`src/rtl/hermes_tx_stage.sv`:
```
// hermes_tx_stage: registered output stage from the DMNI Hermes transmit port
// to the router local input port. A 2-entry credit-based buffer decouples the
// two sides. A framing tracker follows header/size/payload on the forwarded
// flits to report busy and end-of-packet.
// Optional injection counters are enabled by defining HERMES_TX_STATS_EN.
// Without it, the counters read 0 and stats_clear_i is ignored.
module hermes_tx_stage #(
   parameter int HERMES_FLIT_SIZE = 32
) (
   input  logic                        clk_i,
   input  logic                        rst_ni,
   input  logic                        up_tx_i,
   output logic                        up_credit_o,
   input  logic [HERMES_FLIT_SIZE-1:0] up_data_i,
   output logic                        noc_tx_o,
   input  logic                        noc_credit_i,
   output logic [HERMES_FLIT_SIZE-1:0] noc_data_o,
   output logic                        busy_o,
   output logic                        eop_o,
   input  logic                        stats_clear_i,
   output logic [31:0]                 pkt_count_o,
   output logic [31:0]                 flit_count_o
);

   typedef enum logic [1:0] {
      ST_HEADER,
      ST_SIZE,
      ST_PAYLOAD
   } frame_state_t;

   logic [HERMES_FLIT_SIZE-1:0] buf_mem [2];
   logic                        rd_ptr;
   logic                        wr_ptr;
   logic [1:0]                  count;
   frame_state_t                state;
   logic [HERMES_FLIT_SIZE-1:0] remaining;
   logic                        push;
   logic                        pop;
   logic                        last_flit;

   assign up_credit_o = (count != 2'd2);
   assign noc_tx_o    = (count != 2'd0);
   assign noc_data_o  = buf_mem[rd_ptr];
   assign push        = up_tx_i && up_credit_o;
   assign pop         = noc_tx_o && noc_credit_i;
   assign busy_o      = (state != ST_HEADER);

   // The size flit itself closes a zero-length packet; otherwise the payload
   // flit seen while one payload flit is left closes it.
   assign last_flit = ((state == ST_SIZE) && (noc_data_o == '0)) ||
                      ((state == ST_PAYLOAD) && (remaining == HERMES_FLIT_SIZE'(1)));
   assign eop_o     = pop && last_flit;

   // Two-entry ring buffer; a simultaneous push and pop leaves the occupancy unchanged.
   always_ff @(posedge clk_i or negedge rst_ni) begin
      if (!rst_ni) begin
         buf_mem[0] <= '0;
         buf_mem[1] <= '0;
         rd_ptr     <= 1'b0;
         wr_ptr     <= 1'b0;
         count      <= 2'd0;
      end else begin
         if (push) begin
            buf_mem[wr_ptr] <= up_data_i;
            wr_ptr          <= ~wr_ptr;
         end
         if (pop) begin
            rd_ptr <= ~rd_ptr;
         end
         if (push && !pop) begin
            count <= count + 2'd1;
         end else if (pop && !push) begin
            count <= count - 2'd1;
         end
      end
   end

   // Framing tracker advances only when a flit actually leaves toward the router.
   always_ff @(posedge clk_i or negedge rst_ni) begin
      if (!rst_ni) begin
         state     <= ST_HEADER;
         remaining <= '0;
      end else if (pop) begin
         case (state)
            ST_HEADER: begin
               state <= ST_SIZE;
            end
            ST_SIZE: begin
               remaining <= noc_data_o;
               state     <= (noc_data_o == '0) ? ST_HEADER : ST_PAYLOAD;
            end
            ST_PAYLOAD: begin
               remaining <= remaining - HERMES_FLIT_SIZE'(1);
               if (remaining == HERMES_FLIT_SIZE'(1)) begin
                  state <= ST_HEADER;
               end
            end
            default: begin
               state <= ST_HEADER;
            end
         endcase
      end
   end

`ifdef HERMES_TX_STATS_EN
   logic [31:0] pkt_count_q;
   logic [31:0] flit_count_q;

   // Injection counters; a clear in the same cycle as an increment wins.
   always_ff @(posedge clk_i or negedge rst_ni) begin
      if (!rst_ni) begin
         pkt_count_q  <= 32'd0;
         flit_count_q <= 32'd0;
      end else if (stats_clear_i) begin
         pkt_count_q  <= 32'd0;
         flit_count_q <= 32'd0;
      end else begin
         if (pop) begin
            flit_count_q <= flit_count_q + 32'd1;
         end
         if (eop_o) begin
            pkt_count_q <= pkt_count_q + 32'd1;
         end
      end
   end

   assign pkt_count_o  = pkt_count_q;
   assign flit_count_o = flit_count_q;
`else
   logic unused_stats_clear;

   assign unused_stats_clear = stats_clear_i;
   assign pkt_count_o        = 32'd0;
   assign flit_count_o       = 32'd0;
`endif

endmodule

```
`config.mk`:
```
export PLATFORM = sky130hd
export DESIGN_NAME = hermes_tx_stage
export DESIGN_NICKNAME = d
export VERILOG_FILES = /design/src/rtl/hermes_tx_stage.sv
export SDC_FILE = /design/constraint.sdc
export NUM_CORES = 1
export LEC_CHECK = 0
export ABC_AREA = 1
export CORE_MARGIN = 2
export CORE_UTILIZATION = 55
export DETAILED_ROUTE_END_ITERATION = 8
export DONT_BUFFER_PORTS = 1
export GPL_TIMING_DRIVEN = 0
export PLACE_DENSITY = 0.72
export SETUP_SLACK_MARGIN = 0.05
export SLEW_MARGIN = 20
export SYNTH_ARGS = -nofsm -noshare
export SYNTH_HDL_FRONTEND = slang
export SYNTH_SLANG_ARGS = --single-unit
export TNS_END_PERCENT = 100
```
`constraint.sdc`:
```
create_clock -name clk_i -period 2.7 [get_ports clk_i]
set_input_delay 0.27 -clock clk_i [delete_from_list [all_inputs] [get_ports clk_i]]
set_output_delay 0.27 -clock clk_i [all_outputs]
set_load 0.01 [all_outputs]
```
Word-level counts from Yosys, hierarchy flattened

Cells that the tools add are included.

Add/sub/neg operators: 3
Magnitude comparators: 3
Equality and inequality tests: 5
Multiplexer cells: 12
Bitwise operators: 4
Reduce and logical (&&, ||, !) cells: 19

Operator list:

| operator                | number |
|---|---|
| $mux W32                | 4 |
| $bwmux W64              | 1 |
| $pmux W32 S2            | 1 |
| $demux W32 S1           | 1 |
| $eq A32 B1 Y1 const B   | 1 |
| $logic_not A32 Y1       | 1 |
| $sub A32 B1 Y32 const B | 1 |
| $logic_and A1 B1 Y1     | 8 |
| $mux W2                 | 4 |
| $reduce_bool A2 Y1      | 4 |
| $pmux W2 S3             | 1 |
| $ge A2 B2 Y1 const B    | 2 |
| $not A1 Y2              | 2 |
| $reduce_and A2 Y1       | 2 |
| $add A2 B1 Y2 const B   | 1 |
| $eq A2 B1 Y1 const B    | 1 |
| $eq A2 B2 Y1 const B    | 1 |
| $logic_not A1 Y1        | 2 |
| $logic_not A2 Y1        | 1 |
| $lt A2 B1 Y1 const B    | 1 |
| $ne A2 B1 Y1 const B    | 1 |
| $ne A2 B2 Y1 const B    | 1 |
| $not A1 Y1              | 2 |
| $sub A2 B1 Y2 const B   | 1 |
| $logic_or A1 B1 Y1      | 1 |

Register bits after elaboration: 102
Input bits: 37
Logic and storage cells: 53

Depth between registers and ports, before layout

Depth after elaboration: 8
Depth in mapped cells: 11
Depth with buffers taken out: 10

Worst setup path after synthesis

OpenSTA, ideal clock, no wires.

Path kind: register to output
Start point: register state[0]
End point: output eop_o
Arrival time: 1363 ps
Data required time: 2430 ps
Slack: 1067 ps
Stages on the path, launching flop included: 7
Path through: dfrtp_1 -> inv_1 -> ha_1 -> clkbuf_1 -> clkbuf_1 -> nand4_1 -> a21oi_2

Word-level cells in the longest chain between the ends: 4
Elaborated cells between the ends (all ways): 6

RTL lines:

| element                                             | line   | RTL |
|---|---|---|
| start: declaration                                  | 35     | `frame_state_t state;` |
| start signal: assignment                            | 90     | `state <= (noc_data_o == '0) ? ST_HEADER : ST_PAYLOAD;` |
| $eq A2 B1 Y1 / $eq A2 B2 Y1 (equally long branches) | 50, 51 |  |
| $logic_and A1 B1 Y1 (on tied branches)              | 50, 51 |  |
| $logic_or A1 B1 Y1 *                                | 50     | `assign last_flit = ((state == ST_SIZE) && (noc_data_o == '0)) \|\|` |
| $logic_and A1 B1 Y1 *                               | 52     | `assign eop_o = pop && last_flit;` |
| end: declaration                                    | 19     | `output logic eop_o,` |

Mark *: on every way between the ends. The rest lies on a longest branch, timed or not.

Worst setup path in the final report

Same ends and word-level chain as after synthesis.

==> results <==
- The global-route wire length before repair is about 26 mm.
- The number of filler cells placed in the layout is 1101.
- In this run the standard cell core region covers around 11000 um^2.
- The number of maximum-capacitance constraint violations is 0.
- The path category of the worst min-delay check is in2async.
- Across all register-to-register paths, the minimum setup slack is ~0.7 ns.
- In this run, synthesis inferred 0 flip-flops with an integrated enable.
- The sum of negative setup slack is 0 ns.
- The final reports fail on hold timing.
- The total number of H-tree levels is 3.
- The number of distinct library cells after synthesis is 32.
- The die outline area is around 12000 um^2.
- The sum of net half-perimeters after detailed placement is ~12 mm.
- The transition time at the pin with the least slew margin is roughly 0.64 ns.
- The mean post-synth cell area is just under 7 um^2.
- dfrtp_1 takes more of the synthesized area than any other cell.
- The flow ran to the end, but the final reports show violations.
- The multi-input combinational cell area is ~2800 um^2.
- The number of antenna violations at the first check in global routing came to 0.
- The synthesized design devotes to its leading area cell type between 40 and 50% of total area.
- The via density per instance is ~5.0.
- The capture instance of the worst register-to-register path is remaining[27].
- The final global-route overflow total is 0.
- The post-route clock period utilization is between 90% and 100%.
- For the worst flop-to-flop path, the logic depth is 9.
- TritonCTS built the clock tree.
- The number of gates resized after CTS was 0.
- After clock tree synthesis, the clock-pin slew on the worst setup and hold paths is ~0.080 ns.
- The startpoint of the worst register-to-register path is state[0].
- The maximum achievable frequency is just over 400 MHz.
- Per report_power, the sequential group accounts for roughly a third of the total.
- The worst endpoint data arrival time is 2.17 ns.
- The share of post-route cells with drive strength above 1 is between 10% and 20%.
- The required time at the endpoint of the critical path is about 2.4 ns.
- The first TritonRoute pass finished after 7 iterations.
- In the final routed layout, each cell accounts on average for ~14 um.
- The share of synthesized flip-flops with an asynchronous set or reset is 100%.
- In the layout the commonest cells are nand2_1 (260), inv_1 (155), o21ai_0 (104), dfrtp_1 (102), nor2_1 (71).
- STA classifies the critical path endpoint as a primary output.
- The initial utilization of the core area, before any placement, comes to 56.0%.
- The area growth from synthesis to final layout is 11.6%.
- Wires add up to roughly 16 mm.
- The internal power contribution is 4.32 mW.
- At the end of the flow the core is filled with cells to 62.4%.
- The critical path launch point is state[0].
- The critical path launch point type is a flip-flop.
- The minimum period implied by the final worst setup slack is between 2 and 2.5 ns.
- The detailed-route via count is about 5700.
- The die is approximately 110 um wide.
- The routability-driven placement congestion ratio is approximately 0.94.
- The clock reaches the later pin of the worst-skew pair after around 0.36 ns.
- Yosys printed 0 warnings.
- The number of buffers created by CTS is 9.
- Entering global routing, the biggest net connects around 100 pins.
- The net switching power of the design is around 4.1 mW.
- Combinational logic burns 50.7% of the power.
- The number of global-route vias before repair is around 5000.
- The worst slew margin relative to its limit is between 50% and 60%.
- The sink count of the clock tree is 102.
- The net count of the finished layout is around 1000.
- The total area of sequential cells is between 2000 and 3000 um^2.
- The clock network burns around 17% of the power.
- The vertical extent of the die is ~110 um.
- The count of nets left with antenna violations once routing finished came out at 0.
- Synthesis produced a netlist whose cell count is between 900 and 1000.
- The leakage power figure is 3.85 nW.
- The highest ir drop seen on vdd is between 700 and 800 uV.
- Setup repair after global routing left no endpoint under its margin.
- The remaining routing DRC violations is 0.
- The global-route usage over all layers is about a quarter.
- The final hold violation count was 102.
- The worst setup skew after layout is between 0.01 and 0.015 ns.
- Sorting the synthesized cells by area gives the leading types as dfrtp_1 (40%), nand2_1 (15%), inv_1 (9.1%).
- Counting along the longest clock path gives a buffer depth of 2.
- After floorplanning, the core was divided into 39 placement rows.
- The number of failing setup endpoints in the final timing report is 0.
- In this run the post-CTS setup repair buffer count came out at 0.
- The synthesized design contains a little over 100 register bits.
- The share of total power consumed by net switching is 48.8%.
- The count of routing violations after the opening detailed-route iteration is ~460.
- The summed instance area of the synthesized netlist is ~6400 um^2.
- The final number of max-transition violations is 0.
- The library cell used most frequently in the layout, excluding fill and tap cells, is nand2_1.
- The clock tree root buffer cell is clkbuf_16.
- During I/O placement, the number of pins put on the boundary was about 140.
- Power spread over the standard cell area amounts to 1190 nW/um^2.
- During placement, the flow inserted port buffers numbering 0.
- Among all flip-flop cells after synthesis, the most frequent one is dfrtp_1.
- In this run the worst path has a maximum fanout of 10.
- The tightest hold path in the finished design has a slack of -0.405 ns.
- The part of the Yosys area used for sequential elements is 40.1%.
- 0 antenna diodes ended up in the layout.
- The critical path start-end classification is reg2out.
## logic make-up (layout without fill, tap and decap cells)
logic type      after synthesis  after routing  share of synthesized area [%]
compound gates              163            163                           13.2
xor+xnor                      8              8                           1.10
fa+ha+maj                     6              6                           1.18
buf+inv                     256            272                           20.0
flops                       102            102                           40.1
other cells                   1             64                         0.0589
simple gates                383            383                           24.4
## state kept, by name, indices dropped and copies added (netlist names)
| name | flops |
|---|---|
| rd_ptr | 1 |
| buf_mem | 64 |
| count | 2 |
| remaining | 32 |
| wr_ptr | 1 |
| state | 2 |
## cell type report
type,instances,area share (%)
flip-flops and latches,102,36.0
well taps,143,2.52
clock buffers,9,3.17
plain buffers,97,9.52
clock inverters,7,1.36
inverters,159,8.41
multi-input cells,624,39.1
## critical path, cell delays in order, from the launching register on
cell	delay, ns
dfrtp_1	0.39
inv_1	0.10
ha_1	0.14
clkbuf_1	0.25
clkbuf_1	0.46
nand4_1	0.23
a21oi_2	0.24
## synthesized netlist by cell type, drive strengths merged (2+ instances only)
cell type  instances
o22ai              4
buf               81
dfrtp            102
nand4              8
nor3               2
xnor2              2
o21ai            124
clkbuf            16
xor2               6
a22o               3
inv              158
ha                 6
a21oi             31
nand2            263
nand3             29
nor2              79
## power groups by stage
stage               Sequential, mW  Combinational, mW  Clock [mW]
global placement              2.75               4.17           0
detailed placement            2.76               4.24           0
global route                  2.85               4.84        1.47
finish                        2.76               4.28        1.40
CTS                           2.75               4.27        1.40
floorplan                     2.65               3.22           0
## worst max-delay path by stage
stage	endpoint	slack [ns]
after floorplan	eop_o	1.07
after global placement	eop_o	0.63
after CTS	eop_o	0.24
after detailed placement	eop_o	0.64
after global routing	eop_o	0.08
final	eop_o	0.26
## metal layers
layer | wire (um) | GRT usage (%) | up-vias | share of wire [%]
li1 | - | - | 2843 | -
met1 | 7260 | 35.9 | 2624 | 44
met2 | 7700 | 43.3 | 200 | 47
met3 | 1050 | 5.12 | 24 | 6.4
met4 | 354 | 9.47 | 0 | 2.2
met5 | 0 | 0 | - | 0
## through the flow
step	area [um^2]	setup WS (ns)	power, mW	std cells
2_1_floorplan	6600	1.07	5.87	982
3_3_place_gp	6780	0.628	6.93	1125
3_5_place_dp	6780	0.636	7.01	1125
4_1_cts	7100	0.241	8.41	1141
5_1_grt	7100	0.0794	9.16	1141
6_report	7100	0.262	8.44	1141
Note: power is estimated with default switching activity, not from simulation.
==> RTL edit: new RTL, config.mk and constraints unchanged <==
The option `HERMES_TX_STATS_EN` is turned on by a define.
--- a/src/rtl/hermes_tx_stage.sv
+++ b/src/rtl/hermes_tx_stage.sv
@@ -4,6 +4,8 @@
 // flits to report busy and end-of-packet.
 // Optional injection counters are enabled by defining HERMES_TX_STATS_EN.
 // Without it, the counters read 0 and stats_clear_i is ignored.
+`define HERMES_TX_STATS_EN
+
 module hermes_tx_stage #(
    parameter int HERMES_FLIT_SIZE = 32
 ) (
Formal check against the unedited RTL: not equivalent (Yosys sat finds a counterexample within 4 cycles, from zero or initial values and one cycle with rst_ni low).
==> RTL edit against the original RTL <==
The run still ends with negative hold slack left. Largest power group unchanged. Cell count is 56% higher. Setup slack got worse by 0.15 ns. Routed wire length rose by 79%. Combinational power increased by 3%. Final area up 58%. Sequential cell count grew 64. Synthesized area grew 59%. Power grew 26%.
==> RTL edit: results (changes against the original RTL) <==
| Metric | Value |
|---|---|
| Post-synthesis adder-cell area fraction | 0.01111 (-0.0006910) |
| Max_slew headroom | 0.5136 (-0.05698) |
| Largest net degree at the start of global routing | 167 (+62%) |
| Hpwl dp | 21380 µm (+79%) |
| # placed instances | 1729 (+54%) |
| Post-synthesis cell type count | 36 (+13%) |
| Clock Skews | 0.01506 ns (+0.001008 ns) |
| Top delay family on crit path | simple AND/OR/NAND/NOR gates |
| Crit Reg-Reg Endpoint | pkt_count_o[30]$_DFFE_PN0P_ |
| Worst-case vdd ir drop | 0.6671 mV (-16%) |
| Min cycle time layout | 2.589 ns (+0.1501 ns) |
| Most area-consuming cells after synthesis | dfrtp_1, nand2_1, inv_1 |
| Failing checks | negative hold slack |
| Compound-gate portion of the synthesized area | 0.1064 (-0.02537) |
| Drt wl/cell | 16.49 µm (+15%) |
| DRT Wirelength | 29280 µm (+79%) |
| CP startpoint | rd_ptr$_DFFE_PN0P_ |
| Worst-Skew Late Latency | 0.44 ns (+0.08 ns) |
| Multiplexer share of the synthesized area | 0 (unchanged) |
| Number of global-route vias before repair | 8923 (+75%) |
| Pre-CTS setup slack | 0.2541 ns (-0.3816 ns) |
| Dpl cell area | 0.01042 mm² (+54%) |
| Critical Path AT | 2.32 ns (+0.15 ns) |
| Initial detailed-routing violation count | 852 (+86%) |
| Total number of vias | 9864 (+73%) |
| CTS Buf Count | 17 (+8) |
| Static Leak | 5.659 nW (+47%) |
| Part of the Yosys area used for sequential elements | 0.4098 (+0.008595) |
| CP max stage delay | 0.37 ns (-0.09 ns) |
| Post-synthesis xor/xnor area fraction | 0.03110 (+0.02009) |
| Clock Sinks | 166 (+63%) |
| Slowest stage cell, crit path | dfrtp_1 |
| # fillers | 1715 (+56%) |
| First-pass GRT wire length | 46910 µm (+79%) |
| Outcome | finished with violations |
| Final Hold Fails | 166 (+63%) |
| RD Place Congestion | 0.9689 (+3.2%) |
| Worst hold slack | -0.4791 ns (-0.07454 ns) |
| Mapped Cells | 1500 (+63%) |
| R2R setup slack | 0.26 ns (-0.44 ns) |
==> RTL edit: cell count changes in the layout (fill, tap and decap cells not counted), sizes merged, moves of 64 or more <==
| cell | unedited run | this run |
|---|---|---|
| dfrtp | 102 | 166 |
| nor2 | 79 | 154 |
| nand2 | 263 | 424 |
| conb | 64 | 0 |
| nand3 | 29 | 99 |
| inv | 159 | 261 |
| buf | 81 | 17 |
==> RTL edit: cell type report <==
class	count	area (µm²)	area share
multi-input combinational	1024	4813	0.4284
sequential	166	4155	0.3698
inverter	257	965.9	0.08596
clock buffer	17	425.4	0.03786
tap	229	286.5	0.02550
buffer	53	267.8	0.02383
clock inverter	15	182.7	0.01626
timing repair buffer	14	140.1	0.01247
==> RTL edit: worst min path at each step <==
stage          startpoint                        end  slack [ns]  cells past startpoint
4_1_cts            rst_ni   remaining[7]$_DFFE_PN0P_       -0.48                      0
3_3_place_gp       rst_ni   remaining[7]$_DFFE_PN0P_       -0.02                      0
3_5_place_dp       rst_ni   remaining[7]$_DFFE_PN0P_       -0.02                      0
5_1_grt            rst_ni  remaining[10]$_DFFE_PN0P_       -0.49                      0
6_report           rst_ni   remaining[8]$_DFFE_PN0P_       -0.48                      0
2_1_floorplan      rst_ni     buf_mem[0]$_DFFE_PN0P_       -0.03                      0
==> RTL edit: per-layer routing <==
metal,GRT usage,part of all wire
met5,0,0
met4,0.08368,0.020
met3,0.05712,0.067
met2,0.4454,0.45
met1,0.4468,0.47
==> RTL edit: power by group <==
| part | switching [W] | internal, W |
|---|---|---|
| clock network | 0.00123 | 0.00125 |
| logic | 0.00317 | 0.00122 |
| registers | 0.000529 | 0.00323 |
==> RTL edit: repair_timing <==
action	4_1_cts	5_1_grt
endpoints found under the hold margin	188	166
endpoints found under the setup margin	1	3
cloned	0	0
gates resized for setup	6	15
